## config.mk

```make
export PLATFORM = sky130hd
export DESIGN_NAME = wb_master_flat
export DESIGN_NICKNAME = d
export VERILOG_FILES = /design/src/rtl/wb_master_pkg.sv /design/src/rtl/wb_master_if.sv /design/src/rtl/wb_master.sv /design/src/flat_wrapper.sv
export SDC_FILE = /design/constraint.sdc
export NUM_CORES = 1
export LEC_CHECK = 0
export BUFFER_PORTS_ARGS = -buffer_cell sky130_fd_sc_hd__buf_2
export CAP_MARGIN = 20
export CORE_AREA = 2 2 128 130
export DETAILED_ROUTE_END_ITERATION = 10
export DIE_AREA = 0 0 130 132
export GPL_ROUTABILITY_DRIVEN = 0
export PLACE_DENSITY = 0.71
export SLEW_MARGIN = 20
export SYNTH_ARGS = -nofsm -noshare
export SYNTH_HDL_FRONTEND = slang
export SYNTH_SLANG_ARGS = --single-unit
export TNS_END_PERCENT = 1
```

## constraint.sdc

```tcl
create_clock -name clk_i -period 6.88 [get_ports clk_i]
set_input_delay 0.688 -clock clk_i [delete_from_list [all_inputs] [get_ports clk_i]]
set_output_delay 0.688 -clock clk_i [all_outputs]
set_load 0.1 [all_outputs]
```

## src/rtl/wb_master_pkg.sv

```systemverilog
// wb_master_pkg: shared widths, FSM encoding and response record for the Wishbone initiator.
package wb_master_pkg;
    localparam int ADR_WIDTH = 32;
    localparam int DAT_WIDTH = 64;

    typedef enum logic [1:0] {
        WBM_IDLE,
        WBM_BUS,
        WBM_RESP,
        WBM_GAP
    } wbm_state_e;

    typedef struct packed {
        logic                 err;
        logic                 timeout;
        logic [DAT_WIDTH-1:0] dat;
    } wbm_resp_t;
endpackage

```

## src/rtl/wb_master_if.sv

```systemverilog
// wb_master_if: classic Wishbone bus signals; dat_o/dat_i are named from the master's side.
interface wb_master_if;
    import wb_master_pkg::*;
    logic [ADR_WIDTH-1:0] adr;
    logic [DAT_WIDTH-1:0] dat_o;
    logic [DAT_WIDTH-1:0] dat_i;
    logic                 we;
    logic                 stb;
    logic                 cyc;
    logic                 ack;
    logic                 err;

    modport master (output adr, dat_o, we, stb, cyc, input dat_i, ack, err);
    modport slave  (input adr, dat_o, we, stb, cyc, output dat_i, ack, err);
endinterface

```

## src/rtl/wb_master.sv

```systemverilog
// wb_master: single-outstanding Wishbone initiator bridging a valid/ready request/response port,
// with a bus-phase timeout so a silent slave cannot stall the requester.
module wb_master
    import wb_master_pkg::*;
#(
    parameter int TIMEOUT   = 256,
    parameter int CNT_WIDTH = 9
) (
    input  logic                 clk_i,
    input  logic                 rst_ni,
    input  logic                 req_valid_i,
    output logic                 req_ready_o,
    input  logic                 req_we_i,
    input  logic [ADR_WIDTH-1:0] req_adr_i,
    input  logic [DAT_WIDTH-1:0] req_dat_i,
    output logic                 resp_valid_o,
    input  logic                 resp_ready_i,
    output logic [DAT_WIDTH-1:0] resp_dat_o,
    output logic                 resp_err_o,
    output logic                 resp_timeout_o,
    wb_master_if.master          wb
);
    logic [1:0]           r_rst_sync;
    logic                 w_rst_n;
    wbm_state_e           r_state;
    wbm_state_e           w_next;
    logic [CNT_WIDTH-1:0] r_cnt;
    logic [ADR_WIDTH-1:0] r_adr;
    logic [DAT_WIDTH-1:0] r_dat;
    logic                 r_we;
    wbm_resp_t            r_resp;
    wbm_resp_t            w_resp;
    logic                 w_accept;
    logic                 w_ack;
    logic                 w_err;
    logic                 w_to;
    logic                 w_done;

    // Reset asserts asynchronously but releases two clocks after rst_ni rises.
    always_ff @(posedge clk_i or negedge rst_ni) begin
        if (!rst_ni) r_rst_sync <= '0;
        else         r_rst_sync <= {r_rst_sync[0], 1'b1};
    end

    assign w_rst_n = r_rst_sync[1];

    always_ff @(posedge clk_i or negedge w_rst_n) begin
        if (!w_rst_n) r_state <= WBM_IDLE;
        else          r_state <= w_next;
    end

    // ack/err only count while stb is high (BUS); err wins over a simultaneous ack.
    always_comb begin
        w_accept = req_valid_i && req_ready_o;
        w_err    = (r_state == WBM_BUS) && wb.err;
        w_ack    = (r_state == WBM_BUS) && wb.ack && !wb.err;
        w_to     = (r_state == WBM_BUS) && !wb.ack && !wb.err && (r_cnt == CNT_WIDTH'(TIMEOUT - 1));
        w_done   = w_ack || w_err || w_to;
        w_resp   = '{err: !w_ack, timeout: w_to, dat: (w_ack && !r_we) ? wb.dat_i : '0};
    end

    always_comb begin
        w_next = r_state;
        unique case (r_state)
            WBM_IDLE: w_next = w_accept ? WBM_BUS : WBM_IDLE;
            WBM_BUS:  w_next = w_done ? WBM_RESP : WBM_BUS;
            WBM_RESP: w_next = resp_ready_i ? WBM_GAP : WBM_RESP;
            default:  w_next = WBM_IDLE;
        endcase
    end

    always_comb begin
        req_ready_o    = (r_state == WBM_IDLE) && w_rst_n;
        wb.cyc         = (r_state == WBM_BUS);
        wb.stb         = (r_state == WBM_BUS);
        wb.adr         = r_adr;
        wb.dat_o       = r_dat;
        wb.we          = r_we;
        resp_valid_o   = (r_state == WBM_RESP);
        resp_dat_o     = r_resp.dat;
        resp_err_o     = r_resp.err;
        resp_timeout_o = r_resp.timeout;
    end

    always_ff @(posedge clk_i or negedge w_rst_n) begin
        if (!w_rst_n) begin
            r_adr  <= '0;
            r_dat  <= '0;
            r_we   <= 1'b0;
            r_cnt  <= '0;
            r_resp <= '0;
        end else begin
            if (w_accept) begin
                r_adr <= req_adr_i;
                r_dat <= req_dat_i;
                r_we  <= req_we_i;
            end
            r_cnt <= (r_state == WBM_BUS) ? r_cnt + 1'b1 : '0;
            if (w_done)                                     r_resp <= w_resp;
            else if ((r_state == WBM_RESP) && resp_ready_i) r_resp <= '0;
        end
    end
endmodule

```

## src/flat_wrapper.sv

```systemverilog
// flat-port wrapper written by rule: the top's interface ports become plain ports
module wb_master_flat import wb_master_pkg::*;
#(
    parameter int TIMEOUT   = 256,
    parameter int CNT_WIDTH = 9
)
  (clk_i, rst_ni, req_valid_i, req_ready_o, req_we_i, req_adr_i, req_dat_i, resp_valid_o, resp_ready_i, resp_dat_o, resp_err_o, resp_timeout_o, wb_adr, wb_dat_o, wb_we, wb_stb, wb_cyc, wb_dat_i, wb_ack, wb_err);
  wb_master_if wb_i ();
  input  logic clk_i;
  input  logic rst_ni;
  input  logic req_valid_i;
  output logic req_ready_o;
  input  logic req_we_i;
  input  logic [ADR_WIDTH-1:0] req_adr_i;
  input  logic [DAT_WIDTH-1:0] req_dat_i;
  output logic resp_valid_o;
  input  logic resp_ready_i;
  output logic [DAT_WIDTH-1:0] resp_dat_o;
  output logic resp_err_o;
  output logic resp_timeout_o;
  output wire logic [$bits(wb_i.adr)-1:0] wb_adr;
  output wire logic [$bits(wb_i.dat_o)-1:0] wb_dat_o;
  output wire logic [$bits(wb_i.we)-1:0] wb_we;
  output wire logic [$bits(wb_i.stb)-1:0] wb_stb;
  output wire logic [$bits(wb_i.cyc)-1:0] wb_cyc;
  input wire logic [$bits(wb_i.dat_i)-1:0] wb_dat_i;
  input wire logic [$bits(wb_i.ack)-1:0] wb_ack;
  input wire logic [$bits(wb_i.err)-1:0] wb_err;
  assign wb_adr = wb_i.adr;
  assign wb_dat_o = wb_i.dat_o;
  assign wb_we = wb_i.we;
  assign wb_stb = wb_i.stb;
  assign wb_cyc = wb_i.cyc;
  assign wb_i.dat_i = wb_dat_i;
  assign wb_i.ack = wb_ack;
  assign wb_i.err = wb_err;
  wb_master #(.TIMEOUT(TIMEOUT), .CNT_WIDTH(CNT_WIDTH)) u_core (.clk_i(clk_i), .rst_ni(rst_ni), .req_valid_i(req_valid_i), .req_ready_o(req_ready_o), .req_we_i(req_we_i), .req_adr_i(req_adr_i), .req_dat_i(req_dat_i), .resp_valid_o(resp_valid_o), .resp_ready_i(resp_ready_i), .resp_dat_o(resp_dat_o), .resp_err_o(resp_err_o), .resp_timeout_o(resp_timeout_o), .wb(wb_i));
endmodule
```

==> results.toml, run 1 <==
[worst_setup_path]
ff2ff_path_depth = 4
startpoint_type = "register"
arrival_ns = 3.19
crit_fanout = 80
cp-end-kind = "register"
crit_required_ns = 7.18
reg2reg_to = "u_core.wb.adr[10]"
r2r_slack_ns = 3.99
crit_type = "register to register"
reg2reg_from = "u_core.r_rst_sync[1]"

[yosys]
synth-xor-area-share_pct = 0.398
syn-instance-count = 410
syn_area_mm2 = 0.00660
synth_area_per_cell_um2 = 16.1
ys.warnings.count = 0
synthFlopType = "dfrtp_1"
yosys.area_share.simple_pct = 2.54
ys_types = 32
muxShareOfSynthArea_pct = 16.6
synth_edf_count = 0
synth-seq-cells = 176
synth_nets = 579
async_flop_share_pct = 100
ys_seq_area_share_pct = 66.8
synth_compound_area_share_pct = 9.56
synth_top_family_by_area = "multiplexers"
synthAdderAreaFrac_pct = 0.379

[grt]
track_usage_pct = 18.8
antenna_found_initial = 0
grt_overflow_total = 0
grt_pass1_vias = 4955
grt_max_degree = 82
grt_pass1_wl_um = 24800

[sta]
worst-slew-pin-transition_ns = 0.998
setup_tns_ns = 0
rsz0062_at_grt = "no"
min_period_ns = 2.89
setup_viol = 0
period_share_pct = 42.1
hold_slack_ns = 0.0338
hold_viol = 0
relSlewSlack_pct = 33.5
max_freq_ghz = 0.346
clock_skew_ns = 0.0114
slew_violations = 0

[cts]
cts_buffers = 17
cts_sinks = 176
cts_root_buf = "clkbuf_16"
cts_setup_buffers = 0
cts_tree = "done"
clock_latency_ns = 0.42
postCtsHoldBufs = 0
clockBufferDepth = 2
clkTransAtPathRegs_ns = 0.07
h-tree-depth = 4
cts_resized = 0

[die]
start_util_pct = 42.0
core_mm2 = 0.0157
die_h_um = 132
row_count = 46
io_pins = 334
die_w_um = 130
dieArea_mm2 = 0.0172

[outcome]
status = "complete, no violations"

[cells_and_area]
nFillCells = 1315
design_area_mm2 = 0.00902
fin_cells = 970
diodes = 0
nets = 910
drive_above_1_share_pct = 60.2
areaGrowthSynthToFinish_pct = 36.8

[route]
viasPerCell = 4.88
drt-wirelength-per-cell_um = 16.8
wl_um = 16300
dr.first_iter.drc_count = 146
ant_nets = 0
vias = 4737
route.detailed.drc = 0
first_pass_iters = 4

[job]
drv_cap = 0

[place]
dpl-instance-area_mm2 = 0.00835
port_buffers = 333
dp_hpwl_um = 11900
dp.cells = 938

[worst_hold_path]
hold_class = "primary input to asynchronous set/reset pin"
-- per-stage QoR --
stage / worst slack, ns / utilization (%)
floorplan: 1.89 / -
global placement: 4.07 / 53.1
detailed placement: 3.97 / 53.1
CTS: 3.96 / 57.4
global route: 3.77 / 57.4
finish: 3.99 / 57.4
-- state kept, by name (all words and copies together) (netlist names) --
register and cells:
u_core.resp_dat_o 64, u_core.resp_timeout_o 1, u_core.wb.dat_o 64, u_core.resp_err_o 1, u_core.r_rst_sync 2, u_core.r_state 2
u_core.wb.we 1, u_core.wb.adr 32, u_core.r_cnt 9
-- kinds of logic after synthesis --
kind of cell	count (synthesis)
compound gates	75
xor+xnor	3
fa+ha+maj	2
buf+inv	29
flops	176
mux	97
other cells	1
simple gates	27
-- how the worst max path moves through the flow --
stage	from	to	slack [ns]
finish	u_core.r_rst_sync[1]	u_core.wb.adr[10]	3.99
global route	u_core.r_rst_sync[1]	u_core.wb.dat_o[22]	3.77
CTS	u_core.r_rst_sync[1]	u_core.wb.dat_o[22]	3.96
detailed placement	u_core.r_rst_sync[1]	u_core.wb.dat_o[22]	3.97
global placement	u_core.r_rst_sync[1]	u_core.wb.dat_o[1]	4.07
floorplan	u_core.r_rst_sync[1]	u_core.wb.dat_o[43]	1.89
-- placed cells by master (no fill, tap or decap), types with 2 or more instances in the layout --
master	count
mux2_2	77
or3_1	4
nand3_1	4
mux2_1	20
ha_1	2
inv_1	2
buf_4	4
a22o_1	64
dfrtp_1	175
inv_6	6
o21ai_0	3
nor2_1	8
a21oi_1	4
clkbuf_16	17
buf_2	333
bufinv_16	5
xor2_1	2
nand2_1	2
-- cell usage after synthesis (2+ instances only) --
cell,count,share of area (%)
dfrtp_1,176,67
mux2_2,77,13
a22o_1,64,8.5
mux2_1,20,3.4
buf_6,13,2.2
buf_4,10,1.1
nor2_1,8,0.46
a21oi_1,4,0.30
nand3_1,4,0.30
or3_1,4,0.38
o21ai_0,3,0.23
and2_1,2,0.19
buf_2,2,0.15
ha_1,2,0.38
inv_1,2,0.11
nand2_1,2,0.11
xor2_1,2,0.27
-- layout make-up --
type | instances | area (µm²) | share of cell area (%)
clock inverters | 15 | 244 | 2.70
clock buffers | 17 | 425 | 4.72
flip-flops and latches | 176 | 4410 | 48.9
inverters | 3 | 11.3 | 0.125
well taps | 216 | 270 | 3.00
multi-input cells | 205 | 1960 | 21.7
repair buffers | 338 | 1710 | 18.9
-- per-layer routing --
metal / track usage, % / vias up / share of wire, %
met5: 0 / - / 0
met2: 32.3 / 222 / 51
met4: 6.57 / 0 / 1.8
met3: 7.10 / 24 / 8.9
met1: 21.3 / 2338 / 38
li1: - / 2153 / -
-- critical path, cell delays in order (launching register included) --
cell and delay (ns):
dfrtp_4 0.82, nor3b_2 0.31, and2_4 0.33, buf_4 0.79, mux2_2 0.42
Power of run 1 is not shown: default switching activity piles up to over one toggle a cycle in this logic, so the estimate is an artifact.
==> inputs of run 2 (changes only) <==
- ABC_AREA: default -> 1
- CORE_AREA: 2 2 128 130 -> 2 2 130 132
- DIE_AREA: 0 0 130 132 -> 0 0 132 134
- PLACE_DENSITY: 0.71 -> 0.73
- clock period: 6.88 -> 2.88 ns (I/O delays scaled with it)
==> run 2 against run 1 <==
Against the previous run: global-route usage grew 3.9 points; non-clock buffer count grew 4; synthesized cell count grew 92%; register-to-register slack lost 3.0 ns; die area grew 3.1%; first-iteration DRC count grew 110%; worst hold slack gained 0.056 ns; routed wire length grew 23%; setup slack lost 3.2 ns; core utilization grew 0.85 points.
==> results.toml, run 2 <==
[outcome]
status = "complete, no violations"

[yosys]
synth-seq-cells = 176
synthFlopType = "dfrtp_1"
syn-instance-count = 786
syn_area_mm2 = 0.00710
yosys-top-cells-count = "276 x nand2_1, 232 x nand3_1, 176 x dfrtp_1"
synth_most_common_cell = "nand2_1"
async_flop_share_pct = 100
yosys-top-cells-area = "dfrtp_1 62%, nand3_1 16%, nand2_1 15%, clkbuf_1 1.4%, buf_2 1.3%"
ys.warnings.count = 0
synth_area_per_cell_um2 = 9.03
synth_top_area_share_pct = 62.0
synth_edf_count = 0
synth_nets = 955
ys_types = 22
yosysTopAreaCell = "dfrtp_1"
ys_seq_area_share_pct = 62.0

[sta]
min_period_ns = 2.05
max_freq_ghz = 0.488
setup_viol = 0
relSlewSlack_pct = 34.0
hold_viol = 0
clock_skew_ns = 0.00796
setup_tns_ns = 0
worst-slew-pin-transition_ns = 0.990
slew_violations = 0
rsz0062_at_grt = "no"
period_share_pct = 71.2

[route]
viasPerCell = 4.97
drt-wirelength-per-cell_um = 15.2
vias = 6565
route.detailed.drc = 0
ant_nets = 0
wl_um = 20100
dr.first_iter.drc_count = 304
first_pass_iters = 4

[cts]
cts_buffers = 17
cts_resized = 0
cts_root_buf = "clkbuf_16"
cts_tree = "done"
h-tree-depth = 4
clkTransAtPathRegs_ns = 0.07
clockBufferDepth = 2
cts_sinks = 176
clock_latency_ns = 0.42

[worst_hold_path]
min_path_cells = 3
min_to = "u_core.resp_dat_o[50]"
hp-start = "wb_dat_i[50]"
hold_class = "primary input to register"

[grt]
grt_pass1_vias = 6138
grt_pass1_wl_um = 31900
grt_overflow_total = 0
antenna_found_initial = 2
track_usage_pct = 22.7
grt_max_degree = 175

[die]
io_pins = 334
die_w_um = 132
core_mm2 = 0.0163
start_util_pct = 43.6
dieArea_mm2 = 0.0177
row_count = 47
die_h_um = 134

[cells_and_area]
nFillCells = 1496
nets = 1257
drive_above_1_share_pct = 34.6
final_common_cell = "buf_2"
final_cell_mix = "331 x buf_2, 274 x nand2_1, 232 x nand3_1"
areaGrowthSynthToFinish_pct = 33.7

[job]
drv_cap = 0

[worst_setup_path]
startpoint_type = "register"
reg2reg_from = "u_core.r_cnt[0]"
crit_path_cell_trace = "inv_2 > nand2_1 > nor2_4 > buf_12 > buf_12"
cp_common_cell = "buf_12"
max_stage_delay_ns = 0.38
r2r_slack_ns = 0.98
crit_type = "register to primary output"
ff2ff_path_depth = 10
crit_fanout = 98
crit_required_ns = 2.59
critical_path.slowest_cell = "dfrtp_1"
reg2reg_to = "u_core.resp_dat_o[18]"
arrival_ns = 1.76
cp-end-kind = "primary output"

[place]
port_buffers = 333
dp_hpwl_um = 13600
run 2: changes by cell type in the layout (fill, tap and decap cells not counted), sizes merged, moves of 5 or more:
cell | before | now
a22o | 64 | 0
mux2 | 97 | 0
nand2 | 2 | 278
nand3 | 4 | 232
nor2 | 8 | 21
or3 | 5 | 0
run 2: layer usage:
layer / track usage (%) / share of wire (%) / routed length (µm)
met2: 37.4 / 49 / 9760
met3: 6.69 / 8.1 / 1620
met5: 0 / 0.055 / 11
met1: 29.0 / 41 / 8270
met4: 7.49 / 2.0 / 398
run 2: critical path, delay by kind of cell, from the launching register on:
kind | cells | cell delay [ns]
simple gates | 2 | 0.24
flops | 1 | 0.38
buf+inv | 3 | 0.67
run 2: logic make-up (layout without fill, tap and decap cells):
logic type	Yosys count	after routing	synth area share [%]
AO/OA/AOI/OAI	5	5	0.388
XOR/XNOR	1	1	0.123
adder cells (fa/ha/maj)	2	2	0.352
buffers and inverters	68	383	4.44
flip-flops	176	176	62.0
other	1	2	0.0528
AND/OR/NAND/NOR	533	533	32.6
run 2: repair_timing:
item | in CTS | in global routing
hold buffers | 1 | 0
setup buffers | 0 | 0
endpoints found under the setup margin | 0 | 0
hold endpoints to repair | 2 | 0
run 2: area by class of cell:
| type | count | area, µm² | share of cell area, % |
|---|---|---|---|
| diodes | 1 | 2.50 | 0.0264 |
| clock buffers | 21 | 460 | 4.85 |
| clock inverters | 11 | 106 | 1.12 |
| inverters | 9 | 36.3 | 0.382 |
| multi-input cells | 542 | 2400 | 25.3 |
| flip-flops and latches | 176 | 4410 | 46.4 |
| well taps | 220 | 275 | 2.90 |
| repair buffers | 342 | 1800 | 19.0 |
run 2: how the worst max path moves through the flow:
stage	from	end	slack, ns	depth (start not counted)
global route	u_core.r_state[1]	req_ready_o	0.70	5
global placement	u_core.r_cnt[0]	u_core.resp_dat_o[59]	1.06	10
floorplan	u_core.r_rst_sync[1]	u_core.wb.dat_o[34]	0.08	7
CTS	u_core.r_state[1]	req_ready_o	0.81	5
detailed placement	u_core.r_cnt[0]	u_core.resp_dat_o[18]	0.99	10
finish	u_core.r_state[1]	req_ready_o	0.83	5
run 2: through the flow:
stage,instances,hold slack [ns],cell area [µm²],setup slack [ns],utilization [%]
global route,1322,0.0746,9490,0.699,58.3
detailed placement,1288,0.0783,8910,0.991,54.7
global placement,1288,0.0759,8910,1.06,54.7
floorplan,786,-0.00759,7110,0.0807,-
CTS,1321,0.0680,9490,0.807,58.3
finish,1322,0.0894,9490,0.830,58.3
Power of run 2 is left out for the same reason.
